$ cat config.mk
export PLATFORM = sky130hd
export DESIGN_NAME = ea_sequencer_flat
export DESIGN_NICKNAME = d
export VERILOG_FILES = /design/src/rtl/ea_sequencer_if.sv /design/src/rtl/ea_sequencer.sv /design/src/flat_wrapper.sv
export SDC_FILE = /design/constraint.sdc
export NUM_CORES = 1
export LEC_CHECK = 0
export ABC_AREA = 1
export CAP_MARGIN = 20
export CELL_PAD_IN_SITES_DETAIL_PLACEMENT = 0
export CELL_PAD_IN_SITES_GLOBAL_PLACEMENT = 1
export CORE_MARGIN = 1.5
export CORE_UTILIZATION = 41
export CTS_BUF_LIST = sky130_fd_sc_hd__clkbuf_4
export DETAILED_ROUTE_END_ITERATION = 12
export HOLD_SLACK_MARGIN = 0.05
export PLACE_DENSITY_LB_ADDON = 0.2
export RECOVER_POWER = 25
export SKIP_LAST_GASP = 1
export SYNTH_ARGS = -nofsm -noshare
export SYNTH_HDL_FRONTEND = slang
export SYNTH_SLANG_ARGS = --single-unit
$ cat constraint.sdc
create_clock -name clk -period 3.78 [get_ports clk]
set_input_delay 0.945 -clock clk [delete_from_list [all_inputs] [get_ports clk]]
set_output_delay 0.945 -clock clk [all_outputs]
set_load 0.02 [all_outputs]
$ cat src/rtl/ea_sequencer_if.sv
// Request, register-file and result signals of the LC-3b effective-address sequencer.
// The slave modport is the sequencer's view; the master modport is the surrounding datapath.
interface ea_sequencer_if;
  logic        req_valid;
  logic        req_ready;
  logic [15:0] ir;
  logic [15:0] pc;
  logic        rf_rd_en;
  logic [2:0]  rf_addr;
  logic [15:0] rf_data;
  logic        ea_valid;
  logic        ea_ready;
  logic [15:0] ea;
  logic        ea_err;
  logic        busy;

  modport slave (
    input  req_valid, ir, pc, rf_data, ea_ready,
    output req_ready, rf_rd_en, rf_addr, ea_valid, ea, ea_err, busy
  );

  modport master (
    output req_valid, ir, pc, rf_data, ea_ready,
    input  req_ready, rf_rd_en, rf_addr, ea_valid, ea, ea_err, busy
  );
endinterface

$ cat src/rtl/ea_sequencer.sv
// Multi-cycle LC-3b effective-address controller: decodes the offset field,
// fetches a base register when needed and adds base and offset modulo 2^16.
module ea_sequencer (
  input  logic           clk,
  input  logic           reset,
  ea_sequencer_if.slave  bus
);

  typedef enum logic [2:0] {IDLE, DECODE, READ, CALC, DONE} state_t;

  state_t      state_q, state_d;
  logic [15:0] ir_q, ir_d;
  logic [15:0] pc_q, pc_d;
  logic [15:0] base_q, base_d;
  logic [15:0] off_q, off_d;
  logic [15:0] ea_q, ea_d;
  logic        err_q, err_d;
  logic        rd_en;

  always_ff @(posedge clk) begin
    if (reset) begin
      state_q <= IDLE;
      ir_q    <= 16'h0000;
      pc_q    <= 16'h0000;
      base_q  <= 16'h0000;
      off_q   <= 16'h0000;
      ea_q    <= 16'h0000;
      err_q   <= 1'b0;
    end else begin
      state_q <= state_d;
      ir_q    <= ir_d;
      pc_q    <= pc_d;
      base_q  <= base_d;
      off_q   <= off_d;
      ea_q    <= ea_d;
      err_q   <= err_d;
    end
  end

  always_comb begin
    state_d = state_q;
    ir_d    = ir_q;
    pc_d    = pc_q;
    base_d  = base_q;
    off_d   = off_q;
    ea_d    = ea_q;
    err_d   = err_q;
    rd_en   = 1'b0;
    case (state_q)
      IDLE: begin
        if (bus.req_valid) begin
          ir_d    = bus.ir;
          pc_d    = bus.pc;
          ea_d    = 16'h0000;
          err_d   = 1'b0;
          state_d = DECODE;
        end
      end
      DECODE: begin
        // Offsets are extended first, then shifted, so bit 0 of a shifted offset is always 0
        case (ir_q[15:12])
          4'b0000, 4'b1110: begin
            base_d  = pc_q;
            off_d   = {{6{ir_q[8]}}, ir_q[8:0], 1'b0};
            state_d = CALC;
          end
          4'b0100: begin
            if (ir_q[11]) begin
              base_d  = pc_q;
              off_d   = {{4{ir_q[10]}}, ir_q[10:0], 1'b0};
              state_d = CALC;
            end else begin
              off_d   = 16'h0000;
              rd_en   = 1'b1;
              state_d = READ;
            end
          end
          4'b1100: begin
            off_d   = 16'h0000;
            rd_en   = 1'b1;
            state_d = READ;
          end
          4'b0010, 4'b0011: begin
            off_d   = {{10{ir_q[5]}}, ir_q[5:0]};
            rd_en   = 1'b1;
            state_d = READ;
          end
          4'b0110, 4'b0111: begin
            off_d   = {{9{ir_q[5]}}, ir_q[5:0], 1'b0};
            rd_en   = 1'b1;
            state_d = READ;
          end
          default: begin
            err_d   = 1'b1;
            ea_d    = 16'h0000;
            state_d = DONE;
          end
        endcase
      end
      READ: begin
        base_d  = bus.rf_data;
        state_d = CALC;
      end
      CALC: begin
        ea_d    = base_q + off_q;
        state_d = DONE;
      end
      DONE: begin
        if (bus.ea_ready) begin
          state_d = IDLE;
        end
      end
      default: state_d = IDLE;
    endcase
  end

  // Gating with reset keeps the handshake quiet while the block is being cleared
  assign bus.req_ready = (state_q == IDLE) && !reset;
  assign bus.rf_rd_en  = rd_en && !reset;
  assign bus.rf_addr   = ir_q[8:6];
  assign bus.ea_valid  = (state_q == DONE);
  assign bus.ea        = ea_q;
  assign bus.ea_err    = err_q;
  assign bus.busy      = (state_q != IDLE);

endmodule

$ cat src/flat_wrapper.sv
// flat-port wrapper written by rule: the top's interface ports become plain ports
module ea_sequencer_flat 
  (clk, reset, bus_req_valid, bus_ir, bus_pc, bus_rf_data, bus_ea_ready, bus_req_ready, bus_rf_rd_en, bus_rf_addr, bus_ea_valid, bus_ea, bus_ea_err, bus_busy);
  ea_sequencer_if bus_i ();
  input  logic clk;
  input  logic reset;
  input wire logic [$bits(bus_i.req_valid)-1:0] bus_req_valid;
  input wire logic [$bits(bus_i.ir)-1:0] bus_ir;
  input wire logic [$bits(bus_i.pc)-1:0] bus_pc;
  input wire logic [$bits(bus_i.rf_data)-1:0] bus_rf_data;
  input wire logic [$bits(bus_i.ea_ready)-1:0] bus_ea_ready;
  output wire logic [$bits(bus_i.req_ready)-1:0] bus_req_ready;
  output wire logic [$bits(bus_i.rf_rd_en)-1:0] bus_rf_rd_en;
  output wire logic [$bits(bus_i.rf_addr)-1:0] bus_rf_addr;
  output wire logic [$bits(bus_i.ea_valid)-1:0] bus_ea_valid;
  output wire logic [$bits(bus_i.ea)-1:0] bus_ea;
  output wire logic [$bits(bus_i.ea_err)-1:0] bus_ea_err;
  output wire logic [$bits(bus_i.busy)-1:0] bus_busy;
  assign bus_i.req_valid = bus_req_valid;
  assign bus_i.ir = bus_ir;
  assign bus_i.pc = bus_pc;
  assign bus_i.rf_data = bus_rf_data;
  assign bus_i.ea_ready = bus_ea_ready;
  assign bus_req_ready = bus_i.req_ready;
  assign bus_rf_rd_en = bus_i.rf_rd_en;
  assign bus_rf_addr = bus_i.rf_addr;
  assign bus_ea_valid = bus_i.ea_valid;
  assign bus_ea = bus_i.ea;
  assign bus_ea_err = bus_i.ea_err;
  assign bus_busy = bus_i.busy;
  ea_sequencer u_core (.clk(clk), .reset(reset), .bus(bus_i));
endmodule
* Yosys cells after proc, flatten, opt, wreduce, memory -nomap -nowiden
Cells that the tools add are included.
** Cells by class
- Reduce and logical (&&, ||, !) cells :: 21
- Equality and inequality tests :: 16
- Multiplexer cells :: 19
- Add/sub/neg operators :: 1
** Operators by type and width (count)
- $pmux 16 s5 :: 1
- $mux 16 :: 4
- $pmux 16 s2 :: 2
- $pmux 16 s3 :: 1
- $add 16x16->16 :: 1
- $pmux 3 s5 :: 1
- $eq 4x3->1 const B :: 3
- $pmux 3 s3 :: 1
- $reduce_and 3->1 :: 3
- $eq 4x2->1 const B :: 2
- $eq 4x4->1 const B :: 2
- $reduce_or 8->1 :: 1
- $eq 3x2->1 const B :: 2
- $mux 3 :: 2
- $ne 2x2->1 const B :: 3
- $ne 3x2->1 const B :: 2
- $reduce_and 2->1 :: 3
- $reduce_bool 3->1 :: 2
- $reduce_or 2->1 :: 3
- $mux 1 :: 5
- $reduce_bool 5->1 :: 1
- $reduce_or 5->1 :: 1
- $logic_not 4->1 :: 1
- $pmux 1 s2 :: 2
- other kinds (6) :: 8
** Word-level totals
- Logic and storage cells :: 64
- Bits in registers :: 84
- Output and inout port bits :: 24

* Depth between registers and ports, before layout
- Word-level depth :: 5
- Gate-level depth with buffers :: 12
- Mapped depth without buffers :: 10

* Worst setup path before layout
No wires, ideal clock.
- Kind :: in2out
- Start :: in reset
- End :: out bus_rf_rd_en
- Slack :: 1062 ps
- Arrival :: 1773 ps
- Cell stages on the path :: 3
- Path through :: clkbuf_1 clkbuf_1 nor3_1
** On the way
- Longest elaborated chain between the ends :: 2
** RTL lines
- from (decl) :: RTL line flat_wrapper.sv:6 : input logic reset;
- $logic_not 1->1 :: RTL line ea_sequencer.sv:119 : assign bus.rf_rd_en = rd_en && !reset;
- $logic_and 1x1->1 :: RTL line ea_sequencer.sv:119
- to (decl) :: RTL line flat_wrapper.sv:13 : output wire logic [$bits(bus_i.rf_rd_en)-1:0] bus_rf_rd_en;
Every way passes these cells.

* Final worst setup path
- Start :: reg u_core.ir_q[14]
- End :: out bus_rf_rd_en
** On the way
- Longest elaborated chain between the ends :: 5
- Elaborated cells between the ends (all ways) :: 10
** RTL lines
- from (decl) :: RTL line ea_sequencer.sv:12 : logic [15:0] ir_q, ir_d;
- from (signal assigned) :: RTL line ea_sequencer.sv:31 : ir_q <= ir_d;
- $eq 4x4->1 (tied with other cells) :: RTL line ea_sequencer.sv:61 : case (ir_q[15:12])
- $reduce_or 5->1 (no line)
- $pmux 1 s2 * :: RTL line ea_sequencer.sv:61
- $mux 1 * :: RTL line ea_sequencer.sv:49 : case (state_q)
- $logic_and 1x1->1 * :: RTL line ea_sequencer.sv:119
Every way passes the cells marked *; elsewhere a longest branch is shown, timed or not.

==> insert_results.sql <==
INSERT INTO impl_metrics (metric_group, metric, value, unit) VALUES
('cells_and_area', 'final_util', '52.4', '%'),
('power_and_ir_drop', 'leakage', '0.00227', 'uW'),
('synthesis', 'synth.distinct_cells', '35', ''),
('place', 'io_buffer_count', '75', ''),
('setup_path', 'critPathCaptureType', 'output pin', ''),
('cts', 'path_clk_slew', '0.13', 'ns'),
('timing', 'finalHoldViolations', '0', ''),
('timing', 'setup-violations-final', '0', ''),
('die', 'die_y', '105', 'um'),
('setup_path', 'reg2reg_setup_slack', '1.43', 'ns'),
('timing', 'timing.fmax', '308', 'MHz'),
('synthesis', 'yosys_warnings', '0', ''),
('timing', 'final_min_period_over_clock_period', '85.9', '%'),
('die', 'die_width', '105', 'um'),
('die', 'die_area', '11000', 'sq um'),
('synthesis', 'yosys_register_bits', '80', ''),
('cts', 'cts_hold_buf', '0', ''),
('synthesis', 'synth.net_count', '700', ''),
('synthesis', 'synthesis.area_per_instance', '6.71', 'sq um'),
('cts', 'number_of_gates_resized_after_cts', '0', ''),
('power_and_ir_drop', 'ir_worst_vdd', '0.279', 'mV'),
('timing', 'fin_setup_tns', '0', 'ns'),
('routing', 'avgRoutedWirePerCell', '12.7', 'um'),
('power_and_ir_drop', 'design_power_total', '2860', 'uW'),
('cts', 'tritoncts.num_buffers', '9', ''),
('place', 'dpl.hpwl', '7.98', 'mm'),
('cells_and_area', 'final_layout_size_suffix_gt1_share', '5.16', '%'),
('die', 'initial_utilization', '42.8', '%'),
('global_routing', 'grt_pass1_vias', '3916', ''),
('cells_and_area', 'finalInstanceArea', '5190', 'sq um'),
('global_routing', 'globalRoute.totalOverflow', '0', ''),
('cts', 'cts-root-buf', 'clkbuf_4', ''),
('global_routing', 'grt_pass1_wl', '18.0', 'mm'),
('synthesis', 'postSynthCellCount', '632', ''),
('cts', 'ctsHtreeMaxLevel', '3', ''),
('place', 'postPlaceCellArea', '5030', 'sq um'),
('synthesis', 'part_of_the_yosys_area_used_for_sequential_elements', '37.8', '%'),
('min_path', 'hp-class', 'register to register', ''),
('global_routing', 'global_route.usage.total', '20.0', '%'),
('setup_path', 'crit_path_max_fanout', '5', ''),
('synthesis', 'main_combinational_cell_family_by_area_after_synthesis', 'simple AND/OR/NAND/NOR gates', ''),
('synthesis', 'syn-cell-area', '4240', 'sq um'),
('synthesis', 'yosys-mux-area-fraction', '0', '%'),
('setup_path', 'worst_setup_path_start_kind', 'register', ''),
('synthesis', 'post_synth_fa_ha_maj_area_fraction', '4.90', '%'),
('routing', 'detail_route.drc_violations', '0', ''),
('setup_path', 'critPathArrivalTime', '2.30', 'ns'),
('setup_path', 'r2r_cells', '7', ''),
('timing', 'tightest_slew', '0.872', 'ns'),
('die', 'core_area', '9910', 'sq um'),
('cts', 'cts.sink_count', '80', ''),
('min_path', 'min_delay_path_depth', '2', ''),
('timing', 'skew', '0.0171', 'ns'),
('status', 'outcome', 'completed', ''),
('routing', 'first_iter_violations', '144', ''),
('cells_and_area', 'filler_cell_count', '1055', ''),
('routing', 'routed_via_density', '4.97', ''),
('timing', 'slew_headroom', '41.8', '%'),
('cells_and_area', 'nets_final', '760', ''),
('global_routing', 'grt_start_max_net_pins', '49', ''),
('timing', 'maxSlewViolCount', '0', ''),
('cts', 'clk_latency', '0.42', 'ns'),
('global_routing', 'grt_antenna_before_repair', '0', ''),
('synthesis', 'synth-xor-area-share', '0.207', '%'),
('die', 'io_pins', '76', ''),
('cells_and_area', 'insertedDiodeCount', '0', ''),
('synthesis', 'synth_compound_gate_area_share', '12.4', '%'),
('cts', 'tritoncts', 'built', ''),
('cells_and_area', 'area_growth_syn_to_layout', '22.5', '%'),
('synthesis', 'post_synth_and_or_nand_nor_area_fraction', '36.2', '%'),
('setup_path', 'path_class', 'register to output pin', ''),
('job', 'max-cap-violations', '0', ''),
('cts', 'ctsLongestPathBuffers', '2', ''),
('routing', 'dr.pass1.iters', '4', ''),
('die', 'row_count', '36', ''),
('cts', 'cts_setup_buffers', '0', ''),
('routing', 'routed_wl', '10.6', 'mm'),
('routing', 'drtAntennaViolNets', '0', ''),
('setup_path', 'critical_path_required', '2.83', 'ns'),
('place', 'place.gp.congestion', '0.791', ''),
('timing', 'rsz0062_at_grt', 'false', ''),
('power_and_ir_drop', 'p_per_area', '552', 'nW/um^2'),
('timing', 'final.min_clock_period', '3.25', 'ns'),
('routing', 'vias', '4124', '');
==> cell usage in the layout, fill, tap and decap left out, types with 2 or more instances in the layout <==
| cell type | count |
|---|---|
| a21oi_1 | 63 |
| a21oi_2 | 2 |
| a31oi_1 | 5 |
| a41oi_1 | 2 |
| and2_1 | 2 |
| buf_4 | 5 |
| clkbuf_4 | 10 |
| clkdlybuf4s50_1 | 58 |
| clkinv_2 | 2 |
| dfxtp_1 | 80 |
| dlygate4sd3_1 | 17 |
| ha_1 | 15 |
| inv_1 | 53 |
| nand2_1 | 185 |
| nand2_2 | 2 |
| nand3_1 | 72 |
| nand3b_1 | 2 |
| nand4_1 | 18 |
| nor2_1 | 55 |
| nor3_1 | 6 |
| o21ai_0 | 21 |
| or2_2 | 6 |
==> power by group <==
| group | internal, uW | leakage [uW] | switching, uW |
|---|---|---|---|
| registers | 1000 | 0.000654 | 118 |
| logic | 459 | 0.00154 | 772 |
| clock network | 206 | 0.0000738 | 305 |
==> cell usage after synthesis, drive strengths merged <==
cell type	instances	area [sq um]
o21ai	21	105
or2	7	46.3
a21oi	65	333
nor2	56	218
and2	2	12.5
nand3	72	365
dfxtp	80	1600
ha	15	188
nand3b	2	15.0
inv	54	203
nor3	7	40.0
fa	1	20.0
a31oi	6	52.6
nand4	18	113
nand2	188	718
o211a	1	10.0
xor2	1	8.76
clkbuf	19	72.6
a41oi	2	17.5
nor4	1	6.26
a211oi	1	7.51
buf	13	85.1
==> kinds of logic (layout without fill, tap and decap cells) <==
| family | count (synthesis) | in the layout |
|---|---|---|
| simple gates | 353 | 353 |
| flops | 80 | 80 |
| compound gates | 96 | 96 |
| xor+xnor | 1 | 1 |
| buf+inv | 86 | 151 |
| fa+ha+maj | 16 | 16 |
==> critical path, cell delays in order, from the launching register on <==
cell             delay [ns]
dfxtp_1                0.36
inv_1                  0.11
nor2_1                 0.07
nand2_1                0.12
nor2_1                 0.09
nor2_1                 0.17
inv_1                  0.14
nor3_1                 0.20
clkdlybuf4s50_1        0.65
==> sequential cells by signal, summed over array words and instances (netlist names) <==
signal and count:
u_core.base_q 16, u_core.pc_q 16, u_core.off_q 12, u_core.ir_q 16, u_core.bus.ea 16, u_core.bus.ea_err 1, u_core.state_q 3
==> metal layers <==
layer / part of all wire, % / vias to the layer above / global-route usage, %
met5: 0 / - / 0
li1: - / 2196 / -
met1: 50 / 1825 / 27.9
met3: 5.1 / 5 / 2.81
met2: 44 / 98 / 32.0
met4: 0.70 / 0 / 6.26
==> final timing paths <==
kind,from,to
worst max-delay path,u_core.ir_q[14],bus_rf_rd_en
worst min-delay path,u_core.bus.ea[5],u_core.bus.ea[5]
worst max register to register,u_core.state_q[0],u_core.ir_q[11]
worst min register to register,u_core.bus.ea[5],u_core.bus.ea[5]
==> through the flow <==
stage	instances	setup slack [ns]	hold WS (ns)
after global routing	830	0.364	0.484
after detailed placement	813	0.545	0.454
after CTS	829	0.540	0.472
after floorplan	632	1.06	0.440
final	830	0.533	0.464
after global placement	813	0.617	0.448
==> final cells by class <==
class,instances,area [sq um],area share [%]
clock buffers,10,75.1,1.45
clock inverters,6,60.1,1.16
inverters,54,203,3.91
multi-input cells,466,2270,43.7
flip-flops and latches,80,1600,30.9
well taps,133,166,3.21
repair buffers,81,816,15.7
(Power assumes the default switching activity.)
==> edit 1: new RTL, same settings <==
Encoding of `state_t`: now Gray code (3 bits for 5 states).
--- a/src/rtl/ea_sequencer.sv
+++ b/src/rtl/ea_sequencer.sv
@@ -7,5 +7,5 @@
 );
 
-  typedef enum logic [2:0] {IDLE, DECODE, READ, CALC, DONE} state_t;
+  typedef enum logic [2:0] {IDLE = 3'b000, DECODE = 3'b001, READ = 3'b011, CALC = 3'b010, DONE = 3'b110} state_t;
 
   state_t      state_q, state_d;
Formal check against the unedited RTL: same outputs for any inputs over 10 cycles, from zero or initial values and one cycle with reset high; not proved beyond that.
==> edit 1 against the original RTL <==
- non-clock buffer count down 1
- global-route usage decreased by 1.9 points
- wire length decreased by 8.7%
- synthesized area increased by 1.3%
- register-to-register slack improved by 0.26 ns
- setup slack worse by 0.028 ns
- fmax is 0.86% lower
- sequential cell count is the same
- first-iteration DRC count fell by 2.8%
- combinational power fell by 34%
- final area hardly changed
- power down 19%
- critical path type unchanged
==> edit 1: results <==
set metrics [dict create \
    cp_top_family "simple AND/OR/NAND/NOR gates" \
    hold_path.class "reg2reg" \
    crit_start "u_core.ir_q[13]" \
    n_fill_cell 1085 \
    cp_max_fo 4 \
    p_leak_nw 2.359 \
    syn_area_per_cell_um2 6.643 \
    grt_usage_pct 18.14 \
    dp_hpwl_mm 7.194 \
    grt_max_degree 62 \
    gp_congestion 0.8356 \
    first_iter_violations 140 \
    first_global_vias 3588 \
    reg2reg_slack_ns 1.69 \
    cp_slowest_cell "clkdlybuf4s50_1" \
    layout-drive-gt1-share_pct 5.634 \
    holdPathStages 2 \
    final_nets 774 \
    grt_first_pass_wirelength_mm 16.45 \
    synth_commonest_cells "145 x nand2_1, 102 x a21oi_1, 90 x inv_1, 80 x dfxtp_1, 55 x nor2_1" \
    slowest_delay_ns 0.61 \
    final.setup_skew_ns 0.01632 \
    place_inst 830 \
    r2r_start "u_core.ir_q[14]" \
    ctsResizeCount 0 \
    r2r_cells 8 \
    instances_no_fill 846 \
    ir_drop_uv 183.1 \
    synth_area_leaders "dfxtp_1 37%, nand2_1 13%, a21oi_1 12%, inv_1 7.9%, nand3_1 6.2%" \
    hold_path_end "u_core.pc_q[9]" \
    status "finished clean" \
    yosys.cell_types.count 33 \
    dr_total_vias 3953 \
    dr.pass1.iters 4 \
    synthesis.nets 714 \
    cp.arrival_ns 2.33 \
    ys_seq_area_share_pct 37.32 \
    hp-start "u_core.pc_q[9]" \
    relSlewSlack_pct 29.89 \
    clk_root_buffer_cell "clkbuf_4" \
    r2r_end "u_core.off_q[7]" \
    drt-total-wl_mm 9.636 \
]
edit 1: logic make-up (layout without fill, tap and decap cells):
family,Yosys count,in the layout,synth area share [%]
simple gates,276,276,27.20
mux,3,3,0.7871
buf+inv,123,187,12.01
fa+ha+maj,16,16,4.840
compound gates,146,146,17.43
xor+xnor,2,2,0.4082
flops,80,80,37.32
edit 1: how the worst max path moves through the flow:
stage / endpoint / slack, ns / cells after the start
6_report: bus_rf_rd_en / 0.51 / 7
5_1_grt: bus_rf_rd_en / 0.30 / 7
4_1_cts: bus_rf_rd_en / 0.46 / 7
3_5_place_dp: bus_rf_rd_en / 0.68 / 3
3_3_place_gp: bus_req_ready / 0.68 / 3
2_1_floorplan: bus_req_ready / 1.24 / 3
edit 1: worst register-to-register path, cell delays in order, from the launching register on:
cell,delay (ns)
dfxtp_1,0.40
inv_1,0.09
nand2_1,0.09
o21a_1,0.20
nand2_2,0.05
nand2_1,0.20
clkinvlp_2,0.51
o21ai_0,0.35
a21oi_1,0.07
edit 1: report_power, final:
group / leakage [nW] / internal [mW] / total [mW] / switching [mW]
Clock: 0.0626 / 0.135 / 0.450 / 0.315
Combinational: 1.64 / 0.325 / 0.817 / 0.492
Sequential: 0.655 / 0.974 / 1.05 / 0.0744
Total: 2.36 / 1.43 / 2.32 / 0.881
edit 1: layer usage:
layer  wire (um)  track usage, %
met1        5169           26.79
met2        3984           27.26
met3         393           2.350
met4          89           5.675
met5           0               0
edit 1: layout make-up:
class,count,area [um^2],area share [%]
clock buffers,9,67.56,1.302
inverters,92,346.6,6.681
flip-flops and latches,80,1602,30.87
well taps,136,170.2,3.280
repair buffers,80,800.8,15.44
clock inverters,6,43.79,0.8442
multi-input cells,443,2157,41.58
edit 1: through the flow:
step / hold slack (ns) / total power, mW / cell area, um^2 / setup WS (ns) / utilization [%]
3_3_place_gp: 0.4387 / 1.889 / 5074 / 0.6794 / 49.59
6_report: 0.4602 / 2.316 / 5187 / 0.5052 / 50.70
3_5_place_dp: 0.4427 / 1.899 / 5074 / 0.6846 / 49.59
4_1_cts: 0.4616 / 2.355 / 5185 / 0.4595 / 50.68
5_1_grt: 0.4803 / 2.506 / 5187 / 0.2952 / 50.70
2_1_floorplan: 0.4297 / 1.686 / 4292 / 1.239 / -
==> edit 2: new RTL, same flow settings <==
Made on the original files. Reset style: asynchronous (`reset`), changed in one clocked block.
--- a/src/rtl/ea_sequencer.sv
+++ b/src/rtl/ea_sequencer.sv
@@ -18,5 +18,5 @@
   logic        rd_en;
 
-  always_ff @(posedge clk) begin
+  always_ff @(posedge clk or posedge reset) begin
     if (reset) begin
       state_q <= IDLE;
Formal check against the unedited RTL: differs if reset is asserted again (counterexample within 4 cycles, from zero or initial values and one cycle with reset high); with reset held inactive, the same outputs for 10 cycles.
==> edit 2 against the original RTL <==
- synthesized area up 1.1%
- sequential cell count unchanged
- register-to-register slack better by 0.21 ns
- power up 54%
- clock skew down 0.0024 ns
- utilization down 0.99 points
- global-route usage down 0.21 points
- sequential share of layout area up 7.2 points
- setup slack worse by 0.15 ns
- fmax down 4.3%
- combinational power up 99%
- wire length down 7.1%
- final area up 1.3%
- highest routed layer unchanged
==> edit 2: results <==
set metrics [dict create \
    synthAdderAreaFrac_pct 4.847 \
    vias_per_cell 4.738 \
    hold_path_end "u_core.ir_q[10]" \
    num-nonclk-inverters 60 \
    status "finished clean" \
    routed-wl-met2_mm 4.444 \
    powerSeq_mw 1.50 \
    clk_share_pct 2.285 \
    synthArstFlopShare_pct 100.0 \
    synth_flop_cell "dfrtp_1" \
    synth_compound_area_share_pct 8.584 \
    r2r_cells 8 \
    ir_drop_uv 277.6 \
    reg2reg_slack_ns 1.64 \
    final.setup_skew_ns 0.01469 \
    grt_use_met2_pct 31.65 \
    synthesis.nets 657 \
    cp.arrival_ns 2.45 \
    dr.pass1.iters 5 \
    grt_first_pass_wirelength_mm 17.52 \
    seq_area_share_pct 38.08 \
    use_met3_pct 2.845 \
    first_global_vias 3763 \
    grt_max_degree 51 \
    gp_congestion 0.8324 \
    p_leak_nw 2.765 \
    ys_seq_area_share_pct 46.72 \
    place_ws_ns 0.5190 \
    synth_cells 589 \
    grt_usage_pct 19.81 \
    yosys.cell_types.count 31 \
    dpl-instance-area_mm2 0.005162 \
]
## edit 2: cell types whose count changed in the layout (fill, tap and decap cells not counted), moves of 3 or more
cell             unedited run  this run
dfrtp_1                     0        80
dfxtp_1                    80         0
nand2_1                   185       264
nand3_1                    72        21
a21oi_1                    63        40
nand4_1                    18         1
clkdlybuf4s50_1            58        73
dlygate4sd3_1              17         2
nor2_1                     55        47
o21ai_0                    21        16
or2_2                       6         1
inv_2                       1         5
buf_4                       5         2
## edit 2: worst max-delay path by stage
stage | slack [ns] | startpoint | to
global route | 0.23 | reset | u_core.off_q[6]
detailed placement | 0.52 | reset | bus_rf_rd_en
floorplan | 0.78 | reset | u_core.base_q[0]
finish | 0.39 | reset | bus_rf_rd_en
CTS | 0.50 | reset | bus_rf_rd_en
global placement | 0.52 | reset | bus_rf_rd_en
## edit 2: worst min-delay path: stages (launching register included)
cell	delay, ns
dfrtp_1	0.37
nand2_1	0.05
nand2_1	0.05
